$ cat src/rtl/ov7670_pixel_writer.sv
// ov7670_pixel_writer
//   Write-side front end of the blur pipeline. Samples the OV7670 byte
//   stream and pairs bytes into RGB444 pixels. Each pixel is tagged with
//   its column and its row modulo 4, which together address the line-buffer
//   write port. Frame and line framing are enforced here, and malformed
//   lines are flagged.
//
// Parameters
//   H_PIXELS   active pixels per line; columns at or beyond are dropped
//   V_LINES    active lines per frame; frameDone follows line V_LINES-1
//
// Ports
//   writeClk   camera pixel clock, all logic on the rising edge
//   rstN       asynchronous active-low reset
//   vsync      camera vsync, high = vertical blanking
//   href       camera href, high = valid byte on camData
//   camData    camera data byte
//   pixelOut   assembled pixel {R[3:0],G[3:0],B[3:0]}, held between strobes
//   pixelValid one-cycle strobe qualifying pixelOut/outX/outY
//   outX       column of pixelOut (0..H_PIXELS-1)
//   outY       row index mod 4 of pixelOut
//   lineDone   one-cycle pulse at each line end (href falling)
//   frameDone  one-cycle pulse when line V_LINES-1 completes
//   lineError  sticky malformed-line flag, cleared at frame start
//
// Optional build macro OV7670_PIXEL_WRITER_STATS_EN adds:
//   frameCount[15:0]  completed frames, wrapping
//   errorCount[7:0]   malformed lines, saturating at 255
module ov7670_pixel_writer #(
    parameter int H_PIXELS = 640,
    parameter int V_LINES  = 480
) (
    input  logic        writeClk,
    input  logic        rstN,
    input  logic        vsync,
    input  logic        href,
    input  logic [7:0]  camData,
    output logic [11:0] pixelOut,
    output logic        pixelValid,
    output logic [9:0]  outX,
    output logic [1:0]  outY,
    output logic        lineDone,
    output logic        frameDone,
    output logic        lineError
`ifdef OV7670_PIXEL_WRITER_STATS_EN
    ,
    output logic [15:0] frameCount,
    output logic [7:0]  errorCount
`endif
);

    localparam int LC_W = $clog2(V_LINES + 1);

    typedef enum logic [1:0] {
        WAIT_FRAME,
        WAIT_LINE,
        BYTE_LO,
        BYTE_HI
    } state_t;

    state_t            state;
    state_t            next_state;
    logic              vsync_d;
    logic [7:0]        hi_byte;
    logic [10:0]       x_cnt;
    logic [LC_W-1:0]   line_count;

    logic              frame_start;
    logic              take_hi;
    logic              take_lo;
    logic              end_line;
    logic              partial;
    logic              in_range;
    logic              last_line;
    logic              line_bad_now;

    assign in_range     = (x_cnt < 11'(H_PIXELS));
    assign last_line    = (line_count == LC_W'(V_LINES - 1));
    // A line is malformed if it ends mid-pixel or with the wrong pixel count.
    assign line_bad_now = partial || (x_cnt != 11'(H_PIXELS));

    always_ff @(posedge writeClk or negedge rstN) begin
        if (!rstN) begin
            state <= WAIT_FRAME;
        end else begin
            state <= next_state;
        end
    end

    // vsync high outside WAIT_FRAME aborts the frame and beats a same-cycle href.
    always_comb begin
        next_state = state;
        case (state)
            WAIT_FRAME: if (vsync_d && !vsync) next_state = WAIT_LINE;
            WAIT_LINE: begin
                if (vsync)     next_state = WAIT_FRAME;
                else if (href) next_state = BYTE_LO;
            end
            BYTE_LO, BYTE_HI: begin
                if (vsync)          next_state = WAIT_FRAME;
                else if (href)      next_state = (state == BYTE_LO) ? BYTE_HI : BYTE_LO;
                else if (last_line) next_state = WAIT_FRAME;
                else                next_state = WAIT_LINE;
            end
            default: next_state = WAIT_FRAME;
        endcase
    end

    always_comb begin
        frame_start = (state == WAIT_FRAME) && vsync_d && !vsync;
        take_hi     = !vsync && href && ((state == WAIT_LINE) || (state == BYTE_HI));
        take_lo     = !vsync && href && (state == BYTE_LO);
        end_line    = !vsync && !href && ((state == BYTE_LO) || (state == BYTE_HI));
        partial     = !vsync && !href && (state == BYTE_LO);
    end

    always_ff @(posedge writeClk or negedge rstN) begin
        if (!rstN) begin
            vsync_d    <= 1'b0;
            hi_byte    <= '0;
            x_cnt      <= '0;
            line_count <= '0;
            pixelOut   <= '0;
            pixelValid <= 1'b0;
            outX       <= '0;
            outY       <= '0;
            lineDone   <= 1'b0;
            frameDone  <= 1'b0;
            lineError  <= 1'b0;
        end else begin
            vsync_d    <= vsync;
            pixelValid <= 1'b0;
            lineDone   <= 1'b0;
            frameDone  <= 1'b0;

            // x_cnt is cleared here too so an aborted line cannot leak its column.
            if (frame_start) begin
                outY       <= '0;
                line_count <= '0;
                lineError  <= 1'b0;
                x_cnt      <= '0;
            end

            if (take_hi) begin
                hi_byte <= camData;
            end

            if (take_lo) begin
                if (in_range) begin
                    pixelOut   <= {hi_byte[3:0], camData};
                    outX       <= x_cnt[9:0];
                    pixelValid <= 1'b1;
                end else begin
                    lineError  <= 1'b1;
                end
                // Saturate so an absurdly long line cannot wrap back into range.
                if (x_cnt != 11'd1023) begin
                    x_cnt <= x_cnt + 11'd1;
                end
            end

            if (end_line) begin
                lineDone   <= 1'b1;
                frameDone  <= last_line;
                if (line_bad_now) begin
                    lineError <= 1'b1;
                end
                x_cnt      <= '0;
                outY       <= outY + 2'd1;
                line_count <= line_count + 1'b1;
            end
        end
    end

`ifdef OV7670_PIXEL_WRITER_STATS_EN
    // line_bad remembers an overflow pixel earlier in the current line.
    logic line_bad;

    always_ff @(posedge writeClk or negedge rstN) begin
        if (!rstN) begin
            frameCount <= '0;
            errorCount <= '0;
            line_bad   <= 1'b0;
        end else begin
            if (frame_start) begin
                line_bad <= 1'b0;
            end
            if (take_lo && !in_range) begin
                line_bad <= 1'b1;
            end
            if (end_line) begin
                line_bad <= 1'b0;
                if (last_line) begin
                    frameCount <= frameCount + 16'd1;
                end
                if ((line_bad || line_bad_now) && (errorCount != 8'hFF)) begin
                    errorCount <= errorCount + 8'd1;
                end
            end
        end
    end
`endif

endmodule

$ cat config.mk
export PLATFORM = sky130hd
export DESIGN_NAME = ov7670_pixel_writer
export DESIGN_NICKNAME = d
export VERILOG_FILES = /design/src/rtl/ov7670_pixel_writer.sv
export SDC_FILE = /design/constraint.sdc
export NUM_CORES = 1
export LEC_CHECK = 0
export ABC_CLOCK_PERIOD_IN_PS = 1760
export CORE_MARGIN = 3
export CORE_UTILIZATION = 48
export CTS_CLUSTER_DIAMETER = 50
export DETAILED_ROUTE_END_ITERATION = 6
export GPL_TIMING_DRIVEN = 0
export HOLD_SLACK_MARGIN = 0.02
export PLACE_DENSITY = 0.79
export SLEW_MARGIN = 20
export SYNTH_ARGS = -nofsm -noshare
export SYNTH_HDL_FRONTEND = slang
export SYNTH_SLANG_ARGS = --single-unit
$ cat constraint.sdc
create_clock -name writeClk -period 1.76 [get_ports writeClk]
set_input_delay 0.352 -clock writeClk [delete_from_list [all_inputs] [get_ports writeClk]]
set_output_delay 0.352 -clock writeClk [all_outputs]
set_load 0.01 [all_outputs]
==> metrics.cfg <==
[outcome]
outcome=completed

[grt]
grt_usage_pct=17.9
antenna_found_initial=0
grt_max_degree=56
grt_overflow=0
grt_pass1_wl_mm=8.65
grt_pass1_vias=1818

[layout]
drive_gt1_share_pct=25.1
final_util_pct=64.7
fin_area_sq_um=3160
layout.cells.non_filler=334
final-seq-area_sq_um=1380
diodes=0
syn_to_final_growth_pct=26.7
num-nets-final=281
num-fill-cells=396
multi_input_area_sq_um=1050

[route]
final_antenna_net_count=0
drt_wl_total_mm=5.18
routed_via_density=5.59
drt_iter0_drc=180
drt_pass1_iterations=4
wl_per_cell_microns=15.5
drc=0
num_vias=1867

[placement]
place_area_sq_um=2970
gp_congestion=0.874
dp.cells=321
io_buffer_count=39
post-dp-hpwl_mm=3.57

[synthesis]
syn_area_per_cell_sq_um=11.6
syn_nets=230
synth_top_cells_by_area=dfrtp_1 55%, mux2_2 12%, nand3_1 3.4%
synth_largest_area_cell=dfrtp_1
ys_warn_count=0
synth_top_cells_by_count=55 x dfrtp_1, 26 x mux2_2, 17 x nand3_1
synth-main-ff-cell=dfrtp_1
synth_top_area_share_pct=55.2
yosysMostFrequentCell=dfrtp_1
async_flop_share_pct=100
synth_area_sq_um=2490
syn_inst=215
ys_ff_latch=55
synth_cell_types=45
ys_seq_area_share_pct=55.2
synth_edf_count=0

[sta]
setup_violations=0
min_period_ns=1.71
maxSlewViolCount=0
relSlewSlack_pct=54.4
hold_ws_ns=0.0649
hold_violations=0
clock_skew_ns=0.00642
finalCritPeriodShare_pct=97.3
worst_slew_pin_slew_ns=0.685
fmax_mhz=584

[setup_path]
critPathMaxStageDelay_ns=0.52
cp.arrival_ns=1.91
required_ns=1.95
start_kind=flop
critPathMaxFanout=10
cp_cell_sequence=or4b_4 > buf_6 > buf_4 > a22oi_1 > o21ai_0
slowest_stage=or4b_4
path_class=reg2reg
endpoint_kind=flop

[cts]
clk_pin_slew_worst_paths_ns=0.10
root_buffer=clkbuf_8
numCtsBuffers=5
ctsHoldBuffers=0
clk_latency_ns=0.31
clock-sinks=55
cts_max_level=2
clk_path_buf_depth=2
cts_tree=yes

[floorplan]
core-area_sq_um=4880
fp.dieH_microns=78.1
row_count=25
start_util_pct=51.1
fp.dieW_microns=78.1
ios=40
dieArea_sq_um=6100

[hold_path]
hp-class=in2async

[job]
cap_violations=0

[power_and_ir_drop]
p_leak_uw=0.00138
p_per_area_nw_per_um2=830
total_power_uw=2620
vdd_ir_drop_max_mv=0.468

[routing by layer]
| layer | vias up | routed length (microns) | global-route usage [%] |
|---|---|---|---|
| met1 | 923 | 2360 | 23.6 |
| met5 | - | 0 | 0 |
| met3 | 6 | 190 | 3.67 |
| li1 | 889 | - | - |
| met4 | 0 | 78 | 8.04 |
| met2 | 49 | 2560 | 28.5 |
[placed cells by master (no fill, tap or decap), types with 2 or more instances in the layout]
master	instances
dfrtp_1	52
clkdlybuf4s50_1	36
mux2_2	26
nand3_1	17
nand2_1	14
o21ai_0	11
buf_4	9
a21oi_1	7
o21ai_1	6
inv_1	5
buf_6	5
nand4_1	5
nor2_1	5
clkbuf_8	5
and3_1	4
a31oi_1	4
nor3_1	4
buf_2	3
and4_1	3
nor2b_1	3
or3_1	3
dfrtp_2	3
o31ai_1	2
ha_1	2
dlygate4sd2_1	2
[cell families after synthesis]
logic type / count (synthesis) / synth area share, %
muxes: 27 / 12.1
AOI/OAI and AO/OA: 40 / 9.63
adders and majority gates: 3 / 1.51
DFF: 55 / 55.2
buffers and inverters: 17 / 4.01
and+or+nand+nor: 73 / 17.5
[path summary, 6_finish.rpt]
path	startpoint	end	slack, ns	cells after the start
setup / recovery	state[1]	lineError	0.05	5
hold / removal	rstN	line_count[4]	0.06	1
setup reg to reg	state[1]	lineError	0.05	5
hold reg to reg	outY[1]	outY[1]	0.49	1
max in group asynchronous	rstN	state[0]	1.19	1
min in group writeClk	vsync	vsync_d	0.44	1
[flip-flops by register name, summed over array words and instances (netlist names)]
register,count
pixelOut,12
x_cnt,11
outX,10
line_count,9
hi_byte,4
outY,2
state,2
frameDone,1
lineDone,1
lineError,1
pixelValid,1
vsync_d,1
[critical path: cells and delay by family (launching register included)]
kind	cells	cell delay [ns]
and+or+nand+nor	1	0.52
buffers and inverters	2	0.32
DFF	1	0.45
AOI/OAI and AO/OA	2	0.31
[through the flow]
step | setup TNS [ns] | setup slack (ns)
floorplan | 0 | 0.0700
global placement | -90.42 | -1.32
detailed placement | -20.34 | -0.582
CTS | 0 | 0.00717
global route | -0.0300 | -0.0300
finish | 0 | 0.0471
[where the power goes]
part	switching [uW]	internal [uW]	leakage (uW)
Sequential	65.6	1380	0.000736
Combinational	174	272	0.000594
Clock	434	296	0.0000467
[repair_timing]
action	in CTS	in global routing
gates resized for setup	10	10
buffers inserted	0	6
setup endpoints to repair	42	32
pin swaps	1	5
[area by class of cell]
cell class,count,area share (%)
Buffer,10,2.73
Clock inverter,3,0.871
Inverter,6,0.871
Sequential cell,55,43.7
Clock buffer,5,2.18
Multi-Input combinational cell,143,33.4
Timing Repair Buffer,45,13.6
Tap cell,67,2.65
Power figures use the tool's default switching activity.
